File: src/rtl/fp_pkg.sv
// Shared single-precision constants, FSM state encoding and IEEE-754 field helpers
// used by the sequential adder and the combinational adder.
package fp_pkg;

    localparam int EXP_W = 8;
    localparam int MAN_W = 23;
    localparam int W     = 1 + EXP_W + MAN_W;
    localparam int BIAS  = 127;

    localparam logic [31:0] QNAN    = 32'h7FC0_0000;
    localparam logic [31:0] POS_INF = 32'h7F80_0000;

    typedef enum logic [2:0] {
        IDLE   = 3'd0,
        UNPACK = 3'd1,
        ALIGN  = 3'd2,
        ADD    = 3'd3,
        NORM   = 3'd4,
        DONE   = 3'd5
    } state_t;

    function automatic logic f_sign(input logic [W-1:0] x);
        return x[W-1];
    endfunction

    function automatic logic [EXP_W-1:0] f_exp(input logic [W-1:0] x);
        return x[W-2 -: EXP_W];
    endfunction

    function automatic logic [MAN_W-1:0] f_man(input logic [W-1:0] x);
        return x[MAN_W-1:0];
    endfunction

endpackage

File: src/rtl/fp_align_shift.sv
// Mantissa alignment: one-cycle barrel right shift; amounts of DW or more give zero.
// Pure combinational, no flow control; shifted-out bits are truncated.
module fp_align_shift #(
    parameter int DW   = 24,
    parameter int SH_W = 8
) (
    input  logic [DW-1:0]   din_i,
    input  logic [SH_W-1:0] shamt_i,
    output logic [DW-1:0]   dout_o
);

    always_comb begin
        if (shamt_i >= SH_W'(DW)) begin
            dout_o = '0;
        end else begin
            dout_o = din_i >> shamt_i;
        end
    end

endmodule

File: src/rtl/fp_add_sequencer.sv
// Multi-cycle FP32 add/sub: unpack/swap, align, add, iterative normalise; 4+k cycles (special: 1).
// One operation in flight; in_ready only in IDLE, result held in DONE until out_ready.
module fp_add_sequencer #(
    parameter  int EXP_W = 8,
    parameter  int MAN_W = 23,
    localparam int W     = 1 + EXP_W + MAN_W
) (
    input  logic         clk,
    input  logic         rst,
    input  logic         in_valid,
    output logic         in_ready,
    input  logic [W-1:0] op_a,
    input  logic [W-1:0] op_b,
    input  logic         sub,
    output logic         out_valid,
    input  logic         out_ready,
    output logic [W-1:0] result,
    output logic         busy
);

    import fp_pkg::*;

    localparam int MW = MAN_W + 1;
    localparam int SW = MW + 1;
    localparam logic [EXP_W-1:0] EXP_ONES = '1;

    state_t           state_q, state_d;
    logic [W-1:0]     op_a_q, op_b_q, res_q;
    logic             sign_a_q, sign_b_q, sign_r_q;
    logic [EXP_W:0]   exp_q;
    logic [EXP_W-1:0] diff_q;
    logic [MW-1:0]    man_a_q, man_b_q, man_b_sh;
    logic [SW-1:0]    sum_q;
    logic [4:0]       cnt_q;

    logic [EXP_W-1:0] ea, eb;
    logic [MW-1:0]    ma, mb;
    logic             special, a_big, norm_exit;
    logic [EXP_W:0]   exp_inc, exp_dec;

    // Zero exponent flushes the operand (denormals included) to a zero mantissa.
    always_comb begin
        ea        = op_a_q[W-2 -: EXP_W];
        eb        = op_b_q[W-2 -: EXP_W];
        ma        = (ea == '0) ? '0 : {1'b1, op_a_q[MAN_W-1:0]};
        mb        = (eb == '0) ? '0 : {1'b1, op_b_q[MAN_W-1:0]};
        special   = (ea == EXP_ONES) || (eb == EXP_ONES);
        a_big     = (ea > eb) || ((ea == eb) && (ma >= mb));
        exp_inc   = exp_q + 1'b1;
        exp_dec   = exp_q - 1'b1;
        norm_exit = (sum_q == '0) || sum_q[SW-1] || sum_q[SW-2] ||
                    (exp_dec == '0) || (cnt_q == 5'(MW));
    end

    fp_align_shift #(.DW(MW), .SH_W(EXP_W)) u_align (
        .din_i   (man_b_q),
        .shamt_i (diff_q),
        .dout_o  (man_b_sh)
    );

    always_ff @(posedge clk or posedge rst) begin
        if (rst) state_q <= IDLE;
        else     state_q <= state_d;
    end

    always_comb begin
        state_d = state_q;
        case (state_q)
            IDLE:    if (in_valid) state_d = UNPACK;
            UNPACK:  state_d = special ? DONE : ALIGN;
            ALIGN:   state_d = ADD;
            ADD:     state_d = NORM;
            NORM:    if (norm_exit) state_d = DONE;
            DONE:    if (out_ready) state_d = IDLE;
            default: state_d = IDLE;
        endcase
    end

    always_comb begin
        in_ready  = (state_q == IDLE);
        out_valid = (state_q == DONE);
        busy      = (state_q != IDLE);
        result    = res_q;
    end

    always_ff @(posedge clk or posedge rst) begin
        if (rst) begin
            op_a_q   <= '0;
            op_b_q   <= '0;
            res_q    <= '0;
            sign_a_q <= 1'b0;
            sign_b_q <= 1'b0;
            sign_r_q <= 1'b0;
            exp_q    <= '0;
            diff_q   <= '0;
            man_a_q  <= '0;
            man_b_q  <= '0;
            sum_q    <= '0;
            cnt_q    <= '0;
        end else begin
            case (state_q)
                IDLE: if (in_valid) begin
                    op_a_q <= op_a;
                    op_b_q <= {op_b[W-1] ^ sub, op_b[W-2:0]};
                    cnt_q  <= '0;
                end
                UNPACK: if (special) begin
                    res_q <= QNAN;
                end else if (a_big) begin
                    sign_a_q <= op_a_q[W-1];
                    sign_b_q <= op_b_q[W-1];
                    man_a_q  <= ma;
                    man_b_q  <= mb;
                    exp_q    <= {1'b0, ea};
                    diff_q   <= ea - eb;
                end else begin
                    sign_a_q <= op_b_q[W-1];
                    sign_b_q <= op_a_q[W-1];
                    man_a_q  <= mb;
                    man_b_q  <= ma;
                    exp_q    <= {1'b0, eb};
                    diff_q   <= eb - ea;
                end
                ALIGN: man_b_q <= man_b_sh;
                ADD: begin
                    if (sign_a_q == sign_b_q) begin
                        sum_q <= {1'b0, man_a_q} + {1'b0, man_b_q};
                    end else begin
                        sum_q <= {1'b0, man_a_q} + (~{1'b0, man_b_q} + SW'(1));
                    end
                    // Exact cancellation always yields +0 regardless of operand signs.
                    sign_r_q <= (sign_a_q != sign_b_q && man_a_q == man_b_q) ? 1'b0 : sign_a_q;
                end
                NORM: begin
                    if (sum_q == '0) begin
                        res_q <= {sign_r_q, {(W-1){1'b0}}};
                    end else if (sum_q[SW-1]) begin
                        if (exp_inc >= {1'b0, EXP_ONES}) res_q <= {sign_r_q, EXP_ONES, {MAN_W{1'b0}}};
                        else res_q <= {sign_r_q, exp_inc[EXP_W-1:0], sum_q[MAN_W:1]};
                    end else if (sum_q[SW-2]) begin
                        res_q <= {sign_r_q, exp_q[EXP_W-1:0], sum_q[MAN_W-1:0]};
                    end else if ((exp_dec == '0) || (cnt_q == 5'(MW))) begin
                        res_q <= {sign_r_q, {(W-1){1'b0}}};
                    end else begin
                        sum_q <= sum_q << 1;
                        exp_q <= exp_dec;
                        cnt_q <= cnt_q + 5'd1;
                    end
                end
                default: ;
            endcase
        end
    end

endmodule

File: config.mk
export PLATFORM = sky130hd
export DESIGN_NAME = fp_add_sequencer
export DESIGN_NICKNAME = d
export VERILOG_FILES = /design/src/rtl/fp_pkg.sv /design/src/rtl/fp_align_shift.sv /design/src/rtl/fp_add_sequencer.sv
export SDC_FILE = /design/constraint.sdc
export NUM_CORES = 1
export LEC_CHECK = 0
export ABC_CLOCK_PERIOD_IN_PS = 6650
export BUFFER_PORTS_ARGS = -buffer_cell sky130_fd_sc_hd__buf_2
export CAP_MARGIN = 0
export CELL_PAD_IN_SITES_DETAIL_PLACEMENT = 0
export CELL_PAD_IN_SITES_GLOBAL_PLACEMENT = 1
export CORE_MARGIN = 2
export CORE_UTILIZATION = 47
export DETAILED_ROUTE_END_ITERATION = 8
export PLACE_DENSITY = 0.78
export SLEW_MARGIN = 15
export SYNTH_ARGS = -nofsm -noshare
export SYNTH_HDL_FRONTEND = slang
export SYNTH_HIERARCHICAL = 1
export SYNTH_SLANG_ARGS = --single-unit
File: constraint.sdc
create_clock -name clk -period 6.65 [get_ports clk]
set_input_delay 0.665 -clock clk [delete_from_list [all_inputs] [get_ports clk]]
set_output_delay 0.665 -clock clk [all_outputs]
set_load 0.03 [all_outputs]
==> results.sh, run 1 <==
export IMPL_maxSlewViolCount=0
export IMPL_grt_max_degree=119
export IMPL_die_area_um2=32900
export IMPL_initialDrtViolationCount=1011
export IMPL_clock_latency_late_sink_ns=0.46
export IMPL_worst_slack_ns=1.85
export IMPL_synthesis_nets=1901
export IMPL_crit_path_required_time_ns=7.02
export IMPL_clock_fmax_mhz=208
export IMPL_syn2layout_area_growth_pct=8.35
export IMPL_synth_avg_cell_area_um2=8.53
export IMPL_report_final_hold_viol_count=0
export IMPL_grt_use_met1_pct=39.8
export IMPL_setup_violations=0
export IMPL_routed_wirelength_normalized_by_instance_count_um=19.9
export IMPL_p_per_area_nw_per_um2=618
export IMPL_vias_in_the_first_global_route=12243
export IMPL_detail_placement_hpwl_um=32300
export IMPL_outcome="complete, no violations"
export IMPL_static_leakage_power_nw=7.08
export IMPL_cts_sinks=197
export IMPL_synth_edf_count=0
export IMPL_dpl_cell_count=2132
export IMPL_timing_critical_path_to_type="register"
export IMPL_ctsResizeCount=0
export IMPL_gr_max_usage_layer="met1"
export IMPL_final_clock_skew_ns=0.0109
export IMPL_holdCritPathClass="in -> async"
export IMPL_core_region_area_um2=30800
export IMPL_r2r_start="op_b_q[24]"
export IMPL_global_route_wire_length_before_repair_um=68700
export IMPL_critical_path_arrival_ns=5.17
export IMPL_worst_slew_pin_transition_ns=1.11
export IMPL_h_tree_depth=4
export IMPL_r2r_slack_ns=1.85
export IMPL_die_width_um=181
export IMPL_timing_critical_path_fanout_max=44
export IMPL_rr_endpoint="man_b_q[3]"
export IMPL_floorplan_io_pins=104
export IMPL_synth_warnings=6
export IMPL_gp_congestion=0.948
export IMPL_synthDominantCellAreaShare_pct=33.3
export IMPL_drc=0
export IMPL_proportion_of_synthesized_chip_area_in_sequential_cells_pct=33.3
export IMPL_num_rows=64
export IMPL_place_port_buffers=103
export IMPL_drt_pass1_iter_count=6
export IMPL_floorplan_initialDensity_pct=48.0
export IMPL_grt_ovfl_total=0
export IMPL_critical_path_startpoint_type="register"
export IMPL_pre_cts_ws_ns=1.99
export IMPL_met2_use_gr_pct=38.5
export IMPL_ant_nets=0
export IMPL_cts_tree="built"
export IMPL_synth_top_cell_by_area="sky130_fd_sc_hd__dfrtp_1"
export IMPL_final_cell_count_without_fillers=2162
export IMPL_dr_total_vias=13097
export IMPL_num_antenna_cells=0
export IMPL_finish_net_count=1921
export IMPL_final_period_utilization_pct=72.2
export IMPL_drt_vias_per_instance=6.06
export IMPL_final_period_minus_worst_setup_slack_ns=4.80
export IMPL_buffer_depth_of_the_longest_clock_path=2
export IMPL_peakVddDrop_mv=0.293
export IMPL_routed_wirelength_um=43000
export IMPL_rsz0062_at_grt="no"
export IMPL_clock_root_cell="sky130_fd_sc_hd__clkbuf_16"
export IMPL_drive_gt1_share_pct=15.6
export IMPL_track_usage_pct=26.1
export IMPL_die_height_um=181
export IMPL_ys_top_cells_by_area="sky130_fd_sc_hd__dfrtp_1, sky130_fd_sc_hd__ha_1, sky130_fd_sc_hd__mux2_2, sky130_fd_sc_hd__a21oi_1, sky130_fd_sc_hd__o21ai_0"
export IMPL_cts_setup_buffers=0
export IMPL_cts_buffers=17
export IMPL_final_fill_count=2943
export IMPL_ys_types=94
export IMPL_postSynthRegisterBits=197
export IMPL_cts_hold_buffers=0
export IMPL_drv_cap=0
export IMPL_grt_use_met3_pct=3.49
export IMPL_worst_r2r_path_depth=14
export IMPL_final_hold_worst_slack_ns=0.324
export IMPL_async_sr_flop_fraction_pct=100
export IMPL_initial_antenna_violation_count=0
export IMPL_worst_setup_path_class="reg -> reg"
export IMPL_clk_pin_slew_worst_paths_ns=0.08
export IMPL_ys_dominant_reg_cell="sky130_fd_sc_hd__dfrtp_1"
export IMPL_synth_area_um2=14800
export IMPL_fin_tns_setup_ns=0
export IMPL_synthCells=1735
export IMPL_timing_slew_headroom_pct=26.0
==> worst max path at each step <==
stage                           from    endpoint  cells after the start  slack, ns
after global routing      op_b_q[24]  man_b_q[3]                     14       1.57
after CTS                 op_b_q[24]  man_b_q[3]                     14       1.96
final                     op_b_q[24]  man_b_q[3]                     14       1.85
after floorplan                  rst    cnt_q[0]                      1       0.62
after global placement    op_b_q[24]  man_b_q[3]                     14       2.02
after detailed placement  op_b_q[24]  man_b_q[3]                     14       1.99
==> metal layers <==
metal | up-vias | part of all wire (%)
li1 | 6303 | -
met1 | 6279 | 49
met2 | 463 | 43
met3 | 52 | 6.1
met4 | 0 | 2.0
met5 | - | 0
==> power by group <==
part / switching [W] / total, W / internal [W]
logic: 0.00384 / 0.00633 / 0.00249
clock network: 0.000487 / 0.00106 / 0.000573
registers: 0.000760 / 0.00253 / 0.00177
total: 0.00509 / 0.00992 / 0.00483
==> cell usage in the layout, fill, tap and decap left out, types with 18 or more instances in the layout <==
| master | count |
|---|---|
| sky130_fd_sc_hd__nand2_1 | 179 |
| sky130_fd_sc_hd__nor4_1 | 21 |
| sky130_fd_sc_hd__a21oi_1 | 167 |
| sky130_fd_sc_hd__xnor2_1 | 21 |
| sky130_fd_sc_hd__nor3_1 | 50 |
| sky130_fd_sc_hd__o21ai_0 | 146 |
| sky130_fd_sc_hd__buf_2 | 103 |
| sky130_fd_sc_hd__a211oi_1 | 18 |
| sky130_fd_sc_hd__nand2b_1 | 18 |
| sky130_fd_sc_hd__mux2_2 | 80 |
| sky130_fd_sc_hd__o211ai_1 | 18 |
| sky130_fd_sc_hd__dfrtp_1 | 195 |
| sky130_fd_sc_hd__nor2_1 | 116 |
| sky130_fd_sc_hd__mux2i_1 | 61 |
| sky130_fd_sc_hd__inv_1 | 98 |
| sky130_fd_sc_hd__nand3_1 | 29 |
| sky130_fd_sc_hd__ha_1 | 93 |
| sky130_fd_sc_hd__nand4_1 | 19 |
==> stage by stage <==
step           power [W]  utilization, %  cell area [um^2]
2_1_floorplan    0.00713               -             14800
3_3_place_gp     0.00871            50.1             15500
3_5_place_dp     0.00877            50.1             15500
4_1_cts          0.00986            52.0             16000
5_1_grt           0.0107            52.0             16000
6_report         0.00992            52.0             16000
==> Yosys cell counts, types with 19 or more instances <==
library cell,number
sky130_fd_sc_hd__mux2i_1,61
sky130_fd_sc_hd__nor4_1,22
sky130_fd_sc_hd__xnor2_1,22
sky130_fd_sc_hd__mux2_2,80
sky130_fd_sc_hd__nand4_1,19
sky130_fd_sc_hd__inv_1,99
sky130_fd_sc_hd__o21ai_0,147
sky130_fd_sc_hd__nand3_1,29
sky130_fd_sc_hd__clkbuf_1,80
sky130_fd_sc_hd__a21oi_1,167
sky130_fd_sc_hd__dfrtp_1,197
sky130_fd_sc_hd__ha_1,93
sky130_fd_sc_hd__nand2_1,180
sky130_fd_sc_hd__nor3_1,50
sky130_fd_sc_hd__nor2_1,117
==> area by class of cell <==
cell class	instances	area, um^2	area share (%)
Clock buffer	20	457	2.85
Tap cell	396	495	3.09
Inverter	100	383	2.39
Clock inverter	10	124	0.772
Multi-Input combinational cell	1321	9020	56.2
Sequential cell	197	4930	30.8
Timing Repair Buffer	118	628	3.92
==> critical path, cell delays in order (launching register included) <==
cell and delay (ns):
sky130_fd_sc_hd__dfrtp_1 0.44, sky130_fd_sc_hd__nor4_1 0.32, sky130_fd_sc_hd__nand2_1 0.59, sky130_fd_sc_hd__nand2_1 0.29
sky130_fd_sc_hd__inv_1 0.09, sky130_fd_sc_hd__ha_1 0.27, sky130_fd_sc_hd__nand2b_1 0.14, sky130_fd_sc_hd__a2111o_1 0.40
sky130_fd_sc_hd__a311oi_1 0.24, sky130_fd_sc_hd__o21ai_0 0.28, sky130_fd_sc_hd__a211oi_2 0.58, sky130_fd_sc_hd__nor2_4 0.19
sky130_fd_sc_hd__buf_4 0.35, sky130_fd_sc_hd__mux2_2 0.33, sky130_fd_sc_hd__o21ai_0 0.17
==> flip-flops by register name, indices dropped and copies added, names as in the netlist, 3 cells and up <==
register,cells
diff_q,8
sum_q,25
exp_q,9
man_b_q,24
man_a_q,24
op_a_q,32
op_b_q,32
cnt_q,5
result,32
state_q,3
==> cell families after synthesis <==
family	synth area share (%)
xor+xnor	1.72
compound gates	22.4
flops	33.3
mux	11.2
buf+inv	6.01
simple gates	17.0
fa+ha+maj	8.40
No activity file was read; power rests on OpenSTA's default activity.
==> inputs of run 2 (changes only) <==
--- a/config.mk
+++ b/config.mk
@@ -5,13 +5,14 @@
 export SDC_FILE = /design/constraint.sdc
 export NUM_CORES = 1
 export LEC_CHECK = 0
-export ABC_CLOCK_PERIOD_IN_PS = 6650
+export ABC_AREA = 1
+export ABC_CLOCK_PERIOD_IN_PS = 4460
 export BUFFER_PORTS_ARGS = -buffer_cell sky130_fd_sc_hd__buf_2
 export CAP_MARGIN = 0
 export CELL_PAD_IN_SITES_DETAIL_PLACEMENT = 0
 export CELL_PAD_IN_SITES_GLOBAL_PLACEMENT = 1
 export CORE_MARGIN = 2
-export CORE_UTILIZATION = 47
+export CORE_UTILIZATION = 44
 export DETAILED_ROUTE_END_ITERATION = 8
 export PLACE_DENSITY = 0.78
 export SLEW_MARGIN = 15
==> constraint.sdc (replaced) <==
create_clock -name clk -period 4.46 [get_ports clk]
set_input_delay 0.446 -clock clk [delete_from_list [all_inputs] [get_ports clk]]
set_output_delay 0.446 -clock clk [all_outputs]
set_load 0.03 [all_outputs]
==> results.sh, run 2 <==
export IMPL_rr_endpoint="man_a_q[20]"
export IMPL_drive_gt1_share_pct=7.90
export IMPL_detail_placement_hpwl_um=39900
export IMPL_synthCells=2583
export IMPL_synth_warnings=6
export IMPL_cp_depth=22
export IMPL_synthesis_nets=2749
export IMPL_r2r_start="op_a_q[24]"
export IMPL_cts_tree="built"
export IMPL_crit_path_required_time_ns=4.81
export IMPL_floorplan_initialDensity_pct=44.5
export IMPL_async_sr_flop_fraction_pct=100
export IMPL_critical_path_buf_inv_count=5
export IMPL_die_width_um=196
export IMPL_worst_setup_path_class="reg -> reg"
export IMPL_clock_latency_late_sink_ns=0.47
export IMPL_final_clock_skew_ns=0.0162
export IMPL_report_final_hold_viol_count=0
export IMPL_drt_vias_per_instance=5.32
export IMPL_cts_hold_buffers=0
export IMPL_drt_pass1_iter_count=6
export IMPL_drc=0
export IMPL_worst_path_most_repeated_cell="sky130_fd_sc_hd__nand2_1"
export IMPL_h_tree_depth=4
export IMPL_setup_worst_path_start="op_a_q[24]"
export IMPL_timing_slew_headroom_pct=26.8
export IMPL_ys_types=47
export IMPL_clock_root_cell="sky130_fd_sc_hd__clkbuf_16"
export IMPL_buffer_depth_of_the_longest_clock_path=2
export IMPL_cts_sinks=197
export IMPL_place_port_buffers=103
export IMPL_worst_path_dominant_cell_family="simple AND/OR/NAND/NOR gates"
export IMPL_clock_fmax_mhz=265
export IMPL_grt_max_degree=145
export IMPL_synth_top_cells_by_count="sky130_fd_sc_hd__nand2_1, sky130_fd_sc_hd__nand3_1, sky130_fd_sc_hd__inv_1"
export IMPL_initial_antenna_violation_count=0
export IMPL_dr_total_vias=16353
export IMPL_maxSlewViolCount=0
export IMPL_proportion_of_synthesized_chip_area_in_sequential_cells_pct=30.3
export IMPL_timing_critical_path_slowest_stage_cell="sky130_fd_sc_hd__inv_1"
export IMPL_cts_setup_buffers=0
export IMPL_timing_critical_path_fanout_max=52
export IMPL_cpPeakStageDelay_ns=0.58
export IMPL_r2r_slack_ns=0.68
export IMPL_mostFrequentLayoutCell="sky130_fd_sc_hd__nand2_1"
export IMPL_die_height_um=196
export IMPL_finish_net_count=2762
export IMPL_ys_top_cells_by_area="sky130_fd_sc_hd__dfrtp_1, sky130_fd_sc_hd__nand2_1, sky130_fd_sc_hd__nand3_1, sky130_fd_sc_hd__ha_1, sky130_fd_sc_hd__inv_1"
export IMPL_routed_wirelength_um=53000
export IMPL_clk_pin_slew_worst_paths_ns=0.08
export IMPL_initialDrtViolationCount=1236
export IMPL_num_rows=70
export IMPL_routed_wirelength_normalized_by_instance_count_um=17.2
export IMPL_cts_buffers=17
export IMPL_synth_area_um2=16300
export IMPL_core_region_area_um2=36500
export IMPL_vias_in_the_first_global_route=15453
export IMPL_setup_violations=0
export IMPL_track_usage_pct=28.0
export IMPL_synth_top_cell_by_area="sky130_fd_sc_hd__dfrtp_1"
export IMPL_ant_nets=0
export IMPL_critical_path_arrival_ns=4.13
export IMPL_fin_tns_setup_ns=0
export IMPL_yosysMostFrequentCell="sky130_fd_sc_hd__nand2_1"
export IMPL_gp_congestion=0.899
export IMPL_global_route_wire_length_before_repair_um=85000
export IMPL_cp_cell_sequence="nor4_1 > nand2_1 > inv_1 > buf_4 > nor2_1 > ha_1 > nand2_1 > inv_1 > nand2_1 > nor2_1 > nor2_1 > nand2_1 > nand2_1 > nand2_1 > nand2_1 > nand2_2 > nand2_2 > inv_2 > buf_4 > o21ai_0 > nand2_1 > nand2_1"
export IMPL_final_period_minus_worst_setup_slack_ns=3.78
export IMPL_most_common_layout_cells="sky130_fd_sc_hd__nand2_1, sky130_fd_sc_hd__nand3_1, sky130_fd_sc_hd__inv_1, sky130_fd_sc_hd__nor2_1, sky130_fd_sc_hd__dfrtp_1"
export IMPL_num_antenna_cells=0
export IMPL_drv_cap=0
export IMPL_rsz0062_at_grt="no"
export IMPL_synth_avg_cell_area_um2=6.30
export IMPL_synthDominantCellAreaShare_pct=30.3
export IMPL_timing_critical_path_to_type="register"
export IMPL_syn2layout_area_growth_pct=7.69
export IMPL_ys_dominant_reg_cell="sky130_fd_sc_hd__dfrtp_1"
export IMPL_die_area_um2=38500
export IMPL_cp_endpoint="man_a_q[20]"
export IMPL_synth_edf_count=0
export IMPL_worst_r2r_path_depth=22
export IMPL_ctsResizeCount=0
export IMPL_worst_slew_pin_transition_ns=1.09
export IMPL_postSynthRegisterBits=197
export IMPL_outcome="complete, no violations"
export IMPL_holdCritPathClass="in -> reg"
export IMPL_final_period_utilization_pct=84.7
export IMPL_floorplan_io_pins=104
export IMPL_grt_ovfl_total=0
export IMPL_critical_path_startpoint_type="register"
==> run 2: how the worst min path moves through the flow <==
stage               from    endpoint  slack (ns)  cells past startpoint
5_1_grt         op_b[15]  op_b_q[15]        0.17                      3
2_1_floorplan  op_a_q[0]   op_a_q[0]        0.44                      2
3_3_place_gp   op_b_q[4]   op_b_q[4]        0.46                      2
6_report        op_b[15]  op_b_q[15]        0.17                      3
3_5_place_dp   op_b_q[3]   op_b_q[3]        0.46                      2
4_1_cts         op_b[15]  op_b_q[15]        0.14                      3
==> run 2: cells by family (layout without fill, tap and decap cells) <==
| group | after synthesis | after routing | share of synthesized area, % |
|---|---|---|---|
| xor+xnor | 23 | 23 | 1.28 |
| buf+inv | 398 | 423 | 10.2 |
| flops | 197 | 197 | 30.3 |
| compound gates | 282 | 282 | 9.54 |
| fa+ha+maj | 97 | 97 | 7.65 |
| simple gates | 1586 | 1586 | 41.0 |
==> run 2: layout make-up <==
class | count | area, um^2
Sequential cell | 197 | 4930
Timing Repair Buffer | 123 | 678
Inverter | 269 | 1010
Fill cell | 3958 | 19000
Multi-Input combinational cell | 1988 | 9690
Clock buffer | 20 | 457
Clock inverter | 11 | 163
Tap cell | 468 | 586
==> run 2: stage by stage <==
stage               hold slack (ns)  worst slack, ns  area (um^2)  utilization [%]  instances
global placement              0.457            0.744        16900             46.3       3045
floorplan                     0.442             1.47        16300                -       2583
global route                  0.167            0.214        17500             48.0       3076
finish                        0.172            0.682        17500             48.0       3076
detailed placement            0.459            0.670        16900             46.3       3045
CTS                           0.144            0.636        17500             48.0       3076
==> run 2: tightest hold or removal path: stages <==
cell and delay [ns]:
sky130_fd_sc_hd__buf_2 0.07, sky130_fd_sc_hd__nand2_1 0.04, sky130_fd_sc_hd__nand2_1 0.05
==> run 2: layer usage <==
layer  wire length [um]  up-vias  global-route usage [%]
met5                  0        -                       0
met4               1130        0                    8.42
met3               1810       58                    2.51
met2              24700      358                    45.6
met1              25400     7695                    39.4
li1                   -     8242                       -
Power of run 2 is left out: the tool's default activity adds up to more than one toggle a clock period on the data nets, which glitch-free logic cannot reach.
